--- src/rtl/wb_grf.sv ---
// Write-back stage and 32-entry general register file.
// Selects the W-stage write-back datum, commits it to the GPR file, exposes two
// combinational read ports with same-cycle write bypass, and records a commit
// count plus the most recent commit for trace comparison.
module wb_grf #(
  parameter int DW     = 32,
  parameter bit BYPASS = 1'b1,
  parameter int CNT_W  = 32
) (
  input  logic             clk,
  input  logic             reset,
  input  logic [4:0]       RFA3W,
  input  logic             RegWrite_W,
  input  logic [1:0]       WDsel_W,
  input  logic [DW-1:0]    AO_W,
  input  logic [DW-1:0]    DR_W,
  input  logic [DW-1:0]    PC8_W,
  input  logic [4:0]       A1,
  input  logic [4:0]       A2,
  output logic [DW-1:0]    RD1,
  output logic [DW-1:0]    RD2,
  output logic [DW-1:0]    WD_W,
  output logic             wr_fire,
  output logic [CNT_W-1:0] commit_cnt = '0,
  output logic [4:0]       last_addr  = '0,
  output logic [DW-1:0]    last_data  = '0
);

  // Register storage; entry 0 is never written, so it stays zero.
  logic [DW-1:0] gpr [32] = '{default: '0};

  // Write-back source select; 00 means the instruction produces no result.
  function automatic logic [DW-1:0] sel_wd(input logic [1:0] sel,
                                           input logic [DW-1:0] ao,
                                           input logic [DW-1:0] dr,
                                           input logic [DW-1:0] pc8);
    case (sel)
      2'b01:   return ao;
      2'b10:   return dr;
      2'b11:   return pc8;
      default: return '0;
    endcase
  endfunction

  // Read port: $0 is hard zero, the register being committed this cycle is
  // forwarded so the D stage never sees a stale value.
  function automatic logic [DW-1:0] rd_port(input logic [4:0]    a,
                                            input logic          fire,
                                            input logic [4:0]    wa,
                                            input logic [DW-1:0] wd,
                                            input logic [DW-1:0] stored);
    if (a == 5'd0)
      return '0;
    else if (BYPASS && fire && (a == wa))
      return wd;
    else
      return stored;
  endfunction

  // Write-back data and commit qualification.
  always_comb begin
    WD_W    = sel_wd(WDsel_W, AO_W, DR_W, PC8_W);
    wr_fire = RegWrite_W & (WDsel_W != 2'b00) & (RFA3W != 5'd0);
  end

  // Both read ports, including simultaneous bypass when A1 == A2 == RFA3W.
  always_comb begin
    RD1 = rd_port(A1, wr_fire, RFA3W, WD_W, gpr[A1]);
    RD2 = rd_port(A2, wr_fire, RFA3W, WD_W, gpr[A2]);
  end

  // Commit: reset clears everything and overrides a concurrent write.
  always_ff @(posedge clk) begin
    if (reset) begin
      for (int i = 0; i < 32; i++) gpr[i] <= '0;
      commit_cnt <= '0;
      last_addr  <= '0;
      last_data  <= '0;
    end else if (wr_fire) begin
      gpr[RFA3W] <= WD_W;
      commit_cnt <= commit_cnt + 1'b1;
      last_addr  <= RFA3W;
      last_data  <= WD_W;
    end
  end

endmodule

--- config.mk ---
export PLATFORM = sky130hd
export DESIGN_NAME = wb_grf
export DESIGN_NICKNAME = d
export VERILOG_FILES = /design/src/rtl/wb_grf.sv
export SDC_FILE = /design/constraint.sdc
export NUM_CORES = 2
export LEC_CHECK = 0
export ABC_CLOCK_PERIOD_IN_PS = 2800
export BUFFER_PORTS_ARGS = -buffer_cell sky130_fd_sc_hd__clkbuf_2
export CAP_MARGIN = 20
export CORE_UTILIZATION = 35
export DETAILED_ROUTE_END_ITERATION = 8
export PLACE_DENSITY = 0.5
export SLEW_MARGIN = 0
export SYNTH_ARGS = -nofsm -noshare
export SYNTH_HDL_FRONTEND = slang
export SYNTH_SLANG_ARGS = --single-unit
--- constraint.sdc ---
create_clock -name clk -period 2.8 [get_ports clk]
set_input_delay 0.56 -clock clk [delete_from_list [all_inputs] [get_ports clk]]
set_output_delay 0.56 -clock clk [all_outputs]
set_load 0.01 [all_outputs]
Yosys cells after proc, flatten, opt, wreduce, memory -nomap -nowiden
Memories as Yosys holds them, arrays and structs flattened.
Cells that the tools add are included.
W data, S select, Z words.
{ "classes": {"add_sub_neg": 1, "n_eq_ne": 5, "muxes": 13, "n_bitwise": 2, "reduce_logical": 7} }
{ "ops": {"columns": ["operator", "count"], "rows": [
  ["$mux W32", 5],
  ["$pmux W32 S3", 1],
  ["$add A32 B1 Y32 const B", 1],
  ["$reduce_or A32 Y1", 1],
  ["$eq A5 B5 Y1", 2],
  ["$logic_not A5 Y1", 2],
  ["$mux W1", 6],
  ["$mux W5", 1],
  ["$reduce_bool A5 Y1", 1],
  ["$eq A2 B2 Y1 const B", 2],
  ["$and A1 B1 Y1", 2],
  ["$eq A2 B1 Y1 const B", 1],
  ["$logic_and A1 B1 Y1", 2],
  ["$reduce_bool A2 Y1", 1]
]} }
{ "word_totals": {"reg_bits": 69, "ram_bits": 1024, "out_inout_bits": 166, "wordCells": 32, "n_memories": 1} }
{ "memory_table": {"columns": ["memory", "depth", "width", "rd", "rd_clocked_by_memory_dff", "wr", "line_no", "text"], "rows": [
  ["gpr", 32, 32, 2, 0, 32, "30", "logic [DW-1:0] gpr [32] = '{default: '0};"]
]} }

Longest topological paths before layout
{ "logic_depth": {"word_depth": 8, "mapped_depth": 11, "ltp_nobuf": 7} }

Worst setup path before layout
Ideal clock, no wire load.
{ "synth_timing": {"path_kind": "input-to-output", "from": "input A2[0]", "to": "output RD2[26]", "arrival_time_ns": 2.311, "required_ns": 2.240, "setup_slack_ns": -0.071, "path_stages": 5, "n_path_buf": 2, "path_cell_list": "buf_6 -> buf_2 -> mux4_2 -> mux4_2 -> a221o_1"} }
{ "synth_via": {"elab_chain_len": 4, "elab_cells_between_ends": 6, "cone_classes": "1 x eq/ne; 2 x mux; 2 x reduce/logical; 1 x memory"} }
{ "synth_rtl": {"columns": ["element", "line_no", "text"], "rows": [
  ["from (decl)", "19", "input logic [4:0] A2,"],
  ["parallel branches: the longest is 3 deep, another holds $mem_v2 Z32 W32", null, null],
  ["$mux W32 *", "52", "if (a == 5'd0)"],
  ["to (decl)", "21", "output logic [DW-1:0] RD2,"]
]} }
Every way passes the cells marked *.

==> impl_results.html <==
<table>
<tr><th>Metric</th><th>Value</th></tr>
<tr><th colspan="2">Timing</th></tr>
<tr><td>Actual transition at the worst max-transition pin</td><td>0.782 ns</td></tr>
<tr><td>Worst-case headroom to the max-slew limit</td><td>47.9%</td></tr>
<tr><td>Final WS setup</td><td>-0.551 ns</td></tr>
<tr><td>Portion of the clock cycle consumed by the worst path in the final layout</td><td>120%</td></tr>
<tr><td>Post-Route Skew</td><td>0.00578 ns</td></tr>
<tr><td>Final number of max-transition violations</td><td>0</td></tr>
<tr><td>Endpoints failing hold</td><td>0</td></tr>
<tr><td>Post-layout min period</td><td>3.35 ns</td></tr>
<tr><td>Max Clk Rate</td><td>0.298 GHz</td></tr>
<tr><td>Unrepaired setup endpoints after global routing</td><td>yes</td></tr>
<tr><td>Count of final setup violators</td><td>64</td></tr>
<tr><th colspan="2">Flow run</th></tr>
<tr><td>Max-cap violation count</td><td>0</td></tr>
<tr><th colspan="2">Critical path</th></tr>
<tr><td>Worst reg-to-reg setup slack</td><td>0.64 ns</td></tr>
<tr><td>Nature of the critical path endpoint</td><td>output port</td></tr>
<tr><td>Maximum fanout along the worst path</td><td>2</td></tr>
<tr><td>Arrival time reported for the critical path endpoint</td><td>2.79 ns</td></tr>
<tr><td>Launch instance of the worst register-to-register path</td><td>commit_cnt[0]$_SDFFE_PP0P_</td></tr>
<tr><td>Critical Path Start</td><td>gpr[14][26]$_SDFFCE_PN0P_</td></tr>
<tr><td>CP Launch Type</td><td>register</td></tr>
<tr><td>Endpoint of the worst setup timing path</td><td>RD2[26]</td></tr>
<tr><td>R2R depth</td><td>8</td></tr>
<tr><td>Required time of the critical path</td><td>2.24 ns</td></tr>
<tr><td>R2R Path End</td><td>commit_cnt[24]$_SDFFE_PP0P_</td></tr>
<tr><td>CP Class</td><td>register to output port</td></tr>
<tr><th colspan="2">Route</th></tr>
<tr><td>Residual DRC</td><td>0</td></tr>
<tr><td>Routed len/inst</td><td>34.8 µm</td></tr>
<tr><td>Total via count in the routed design</td><td>43300</td></tr>
<tr><td>Final ANT Viol Nets</td><td>0</td></tr>
<tr><td>Number of iterations in the first detailed-routing pass</td><td>5</td></tr>
<tr><td>DRC violation total after the first TritonRoute iteration</td><td>5922</td></tr>
<tr><td>Overall routed net length</td><td>251000 µm</td></tr>
<tr><td>Number of vias per cell after detailed routing</td><td>6.01</td></tr>
<tr><th colspan="2">Placement</th></tr>
<tr><td>Number of placed instances with taps included</td><td>6868</td></tr>
<tr><td>Count of input and output buffers</td><td>281</td></tr>
<tr><td>Routability-driven placement congestion ratio</td><td>approximately 0.91</td></tr>
<tr><td>DP Wirelength</td><td>166000 µm</td></tr>
<tr><th colspan="2">Min path</th></tr>
<tr><td>Hold path start</td><td>reset</td></tr>
<tr><td>Worst Hold Class</td><td>primary input to register</td></tr>
<tr><th colspan="2">Floorplan</th></tr>
<tr><td>Total number of placement rows</td><td>147</td></tr>
<tr><td>Vert. Die Dim</td><td>405 µm</td></tr>
<tr><td>Die boundary width</td><td>405 µm</td></tr>
<tr><td>Effective utilization at floorplan</td><td>35.3%</td></tr>
<tr><td>Total Die Area</td><td>0.164 mm²</td></tr>
<tr><td>Ports</td><td>282</td></tr>
<tr><td>Area of the core</td><td>0.161 mm²</td></tr>
<tr><th colspan="2">Yosys</th></tr>
<tr><td>Summed instance area of the synthesized netlist</td><td>0.0568 mm²</td></tr>
<tr><td>Area fraction in compound gates after synthesis</td><td>5.95%</td></tr>
<tr><td>Multiplexer share of the synthesized area</td><td>a little under a quarter</td></tr>
<tr><td>Asr flop ratio synth</td><td>0%</td></tr>
<tr><td>Avg Inst Size Synth</td><td>13.6 µm²</td></tr>
<tr><td>Mapped Cells</td><td>4162</td></tr>
<tr><td>Synth Area in XOR/XNOR</td><td>0.571%</td></tr>
<tr><td>Number of warnings issued by yosys</td><td>0</td></tr>
<tr><td>Flop and latch count out of synthesis</td><td>between 1000 and 1500</td></tr>
<tr><td>Post-Synth Simple-Gate Area</td><td>9.99%</td></tr>
<tr><td>Primary FF master, synth</td><td>sky130_fd_sc_hd__edfxtp_1</td></tr>
<tr><td>Count of distinct cell types in the synthesized netlist</td><td>67</td></tr>
<tr><td>Number of flops mapped to enable cells by yosys</td><td>1024</td></tr>
<tr><td>Share of the yosys chip area belonging to registers</td><td>56.6%</td></tr>
<tr><td>Area share of fa/ha/maj cells after synthesis</td><td>0.0220%</td></tr>
<tr><td>Dominant combinational cell family by area after synthesis</td><td>multiplexers</td></tr>
<tr><th colspan="2">Final layout</th></tr>
<tr><td>Count of placed standard cells in the final layout, fillers left out</td><td>7210</td></tr>
<tr><td>Storage cell area</td><td>between 0.03 and 0.04 mm²</td></tr>
<tr><td>Most used cells in the layout excluding fill and tap cells</td><td>1069 x sky130_fd_sc_hd__nor2_1, 1024 x sky130_fd_sc_hd__edfxtp_1, 504 x sky130_fd_sc_hd__buf_4</td></tr>
<tr><td>Final net count</td><td>between 5000 and 6000</td></tr>
<tr><td>Share of cells above drive strength 1</td><td>42.6%</td></tr>
<tr><td>Most common library cell in the layout ignoring fill and taps</td><td>sky130_fd_sc_hd__nor2_1</td></tr>
<tr><td>Number of fill cells</td><td>about 14000</td></tr>
<tr><td>Total area of multi-input combinational cells</td><td>about 0.025 mm²</td></tr>
<tr><td>Final core utilization</td><td>46.4%</td></tr>
<tr><td>Layout area overhead</td><td>31.4%</td></tr>
<tr><th colspan="2">Clocking</th></tr>
<tr><td>CTS Hold Bufs</td><td>0</td></tr>
<tr><td>Clock latency of the later-clocked register in the worst-skew pair</td><td>0.75 ns</td></tr>
<tr><td>Root Buffer Master</td><td>sky130_fd_sc_hd__clkbuf_16</td></tr>
<tr><td>Clock H-tree levels</td><td>3</td></tr>
<tr><td>Clock tree from TritonCTS</td><td>done</td></tr>
<tr><td>Post-CTS clock slew at the launch and capture registers of the worst setup and hold paths</td><td>0.07 ns</td></tr>
<tr><td>Cts bufs inserted</td><td>118</td></tr>
<tr><td>Max Root-Sink Buffers</td><td>3</td></tr>
<tr><td>Clock net sink count</td><td>1093</td></tr>
<tr><th colspan="2">GRT</th></tr>
<tr><td>Initial antenna violation count</td><td>8</td></tr>
<tr><td>Maximum number of pins on one net before global-route repair</td><td>64</td></tr>
<tr><td>Total congestion overflow</td><td>0</td></tr>
<tr><td>Overall Global Routing Usage</td><td>30.3%</td></tr>
<tr><td>Vias in the first global route</td><td>42200</td></tr>
<tr><td>Global-route wire length before repair</td><td>342000 µm</td></tr>
<tr><th colspan="2">Power and ir drop</th></tr>
<tr><td>P_leak</td><td>27.1 nW</td></tr>
<tr><td>Pwr/cell area</td><td>slightly below 600 mW/mm²</td></tr>
<tr><td>VDD IR-drop max</td><td>approximately 0.50 mV</td></tr>
<tr><th colspan="2">Run status</th></tr>
<tr><td>Run status</td><td>complete, but fails checks</td></tr>
<tr><td>Violated checks</td><td>setup timing</td></tr>
</table>
[where the power goes]
group / internal (mW) / leakage [nW] / switching [mW]
clock: 9.22 / 1.94 / 7.00
combinational: 3.53 / 14.8 / 4.53
sequential: 18.7 / 10.3 / 0.450
total: 31.5 / 27.1 / 12.0
[Yosys cell counts, drive strengths merged (3+ instances only)]
cell    number  area share, %
and2        10           0.11
a41oi        4          0.062
a22o        11           0.17
a221o       16           0.28
a22oi       44           0.58
a21oi       70           0.62
a221oi      74            1.2
or3          8          0.088
nor3        18           0.18
nor4         4          0.055
o22ai       35           0.39
nand3       19           0.17
a211o       11           0.17
nand2       99           0.67
xor2        22           0.34
dfxtp       69            2.4
o21ai       63           0.56
nand4       12           0.13
nor3b       13           0.17
nor2b       36           0.40
a21o         3          0.040
a31oi        3          0.033
and4         6          0.093
buf        139            1.9
edfxtp    1024             54
a311oi       4          0.062
nand2b      48           0.53
mux2i      230            4.1
xnor2       15           0.23
and3        12           0.13
o211ai       4          0.053
nor2      1077            7.1
inv         38           0.25
mux2        37           0.73
mux4       452             18
o221ai       8           0.12
clkbuf     295            2.0
a211oi     107            1.4
[worst min-delay path by stage]
stage	end	slack, ns	cells past startpoint
after floorplan	last_addr[0]$_SDFFE_PP0P_	0.48	2
after global placement	last_addr[4]$_SDFFE_PP0P_	0.44	2
after detailed placement	last_addr[0]$_SDFFE_PP0P_	0.45	2
after CTS	last_addr[0]$_SDFFE_PP0P_	0.03	2
after global routing	last_addr[0]$_SDFFE_PP0P_	0.06	2
final	last_addr[0]$_SDFFE_PP0P_	0.06	2
[sequential cells by signal, summed over array words and instances (netlist names)]
| register | cells |
|---|---|
| last_data | 32 |
| commit_cnt | 32 |
| gpr | 1024 |
| last_addr | 5 |
[stage by stage]
step	power (mW)	hold slack (ns)	setup WS [ns]	TNS, ns	area, µm²
after floorplan	22.8	0.481	-0.0264	-2.20	56900
after global placement	26.4	0.444	-1.28	-49.66	66400
after detailed placement	26.4	0.447	-1.26	-49.12	66400
after CTS	43.2	0.0273	-0.599	-26.63	73800
after global routing	44.4	0.0580	-0.579	-28.70	74600
final	43.4	0.0640	-0.551	-26.48	74600
[critical path, cell delays in order (launching register included)]
cell and delay, ns:
sky130_fd_sc_hd__edfxtp_1 0.41, sky130_fd_sc_hd__mux4_2 0.48, sky130_fd_sc_hd__mux4_2 0.59, sky130_fd_sc_hd__a221o_1 0.40, sky130_fd_sc_hd__clkbuf_2 0.15
[layer usage]
layer | share of wire (%) | vias to the layer above | track usage (%)
met5 | 0.012 | - | 0
met4 | 6.0 | 6 | 16.1
met3 | 9.6 | 534 | 5.95
met2 | 46 | 2511 | 47.4
met1 | 38 | 22800 | 39.7
li1 | - | 17500 | -
[area by class of cell]
class	instances	share of cell area [%]
Clock buffer	147	4.30
Clock inverter	76	0.965
Timing Repair Buffer	1064	14.4
Antenna cell	4	0.0134
Inverter	39	0.206
Tap cell	2160	3.62
Multi-Input combinational cell	2627	33.4
Sequential cell	1093	43.1
[timing repair]
item	in CTS	in global routing
gates resized for setup	463	177
pin swaps	151	94
gates cloned	15	4
setup buffers	108	33
endpoints found under the setup margin	93	76
[kinds of logic (layout without fill, tap and decap cells)]
| logic type | Yosys count | in the layout |
|---|---|---|
| AO/OA/AOI/OAI | 467 | 467 |
| XOR/XNOR | 37 | 37 |
| flip-flops | 1093 | 1093 |
| AND/OR/NAND/NOR | 1371 | 1371 |
| buffers and inverters | 473 | 1326 |
| adder cells (fa/ha/maj) | 1 | 1 |
| multiplexers | 719 | 719 |
| other | 1 | 36 |
Note: power is estimated with default switching activity, not from simulation.
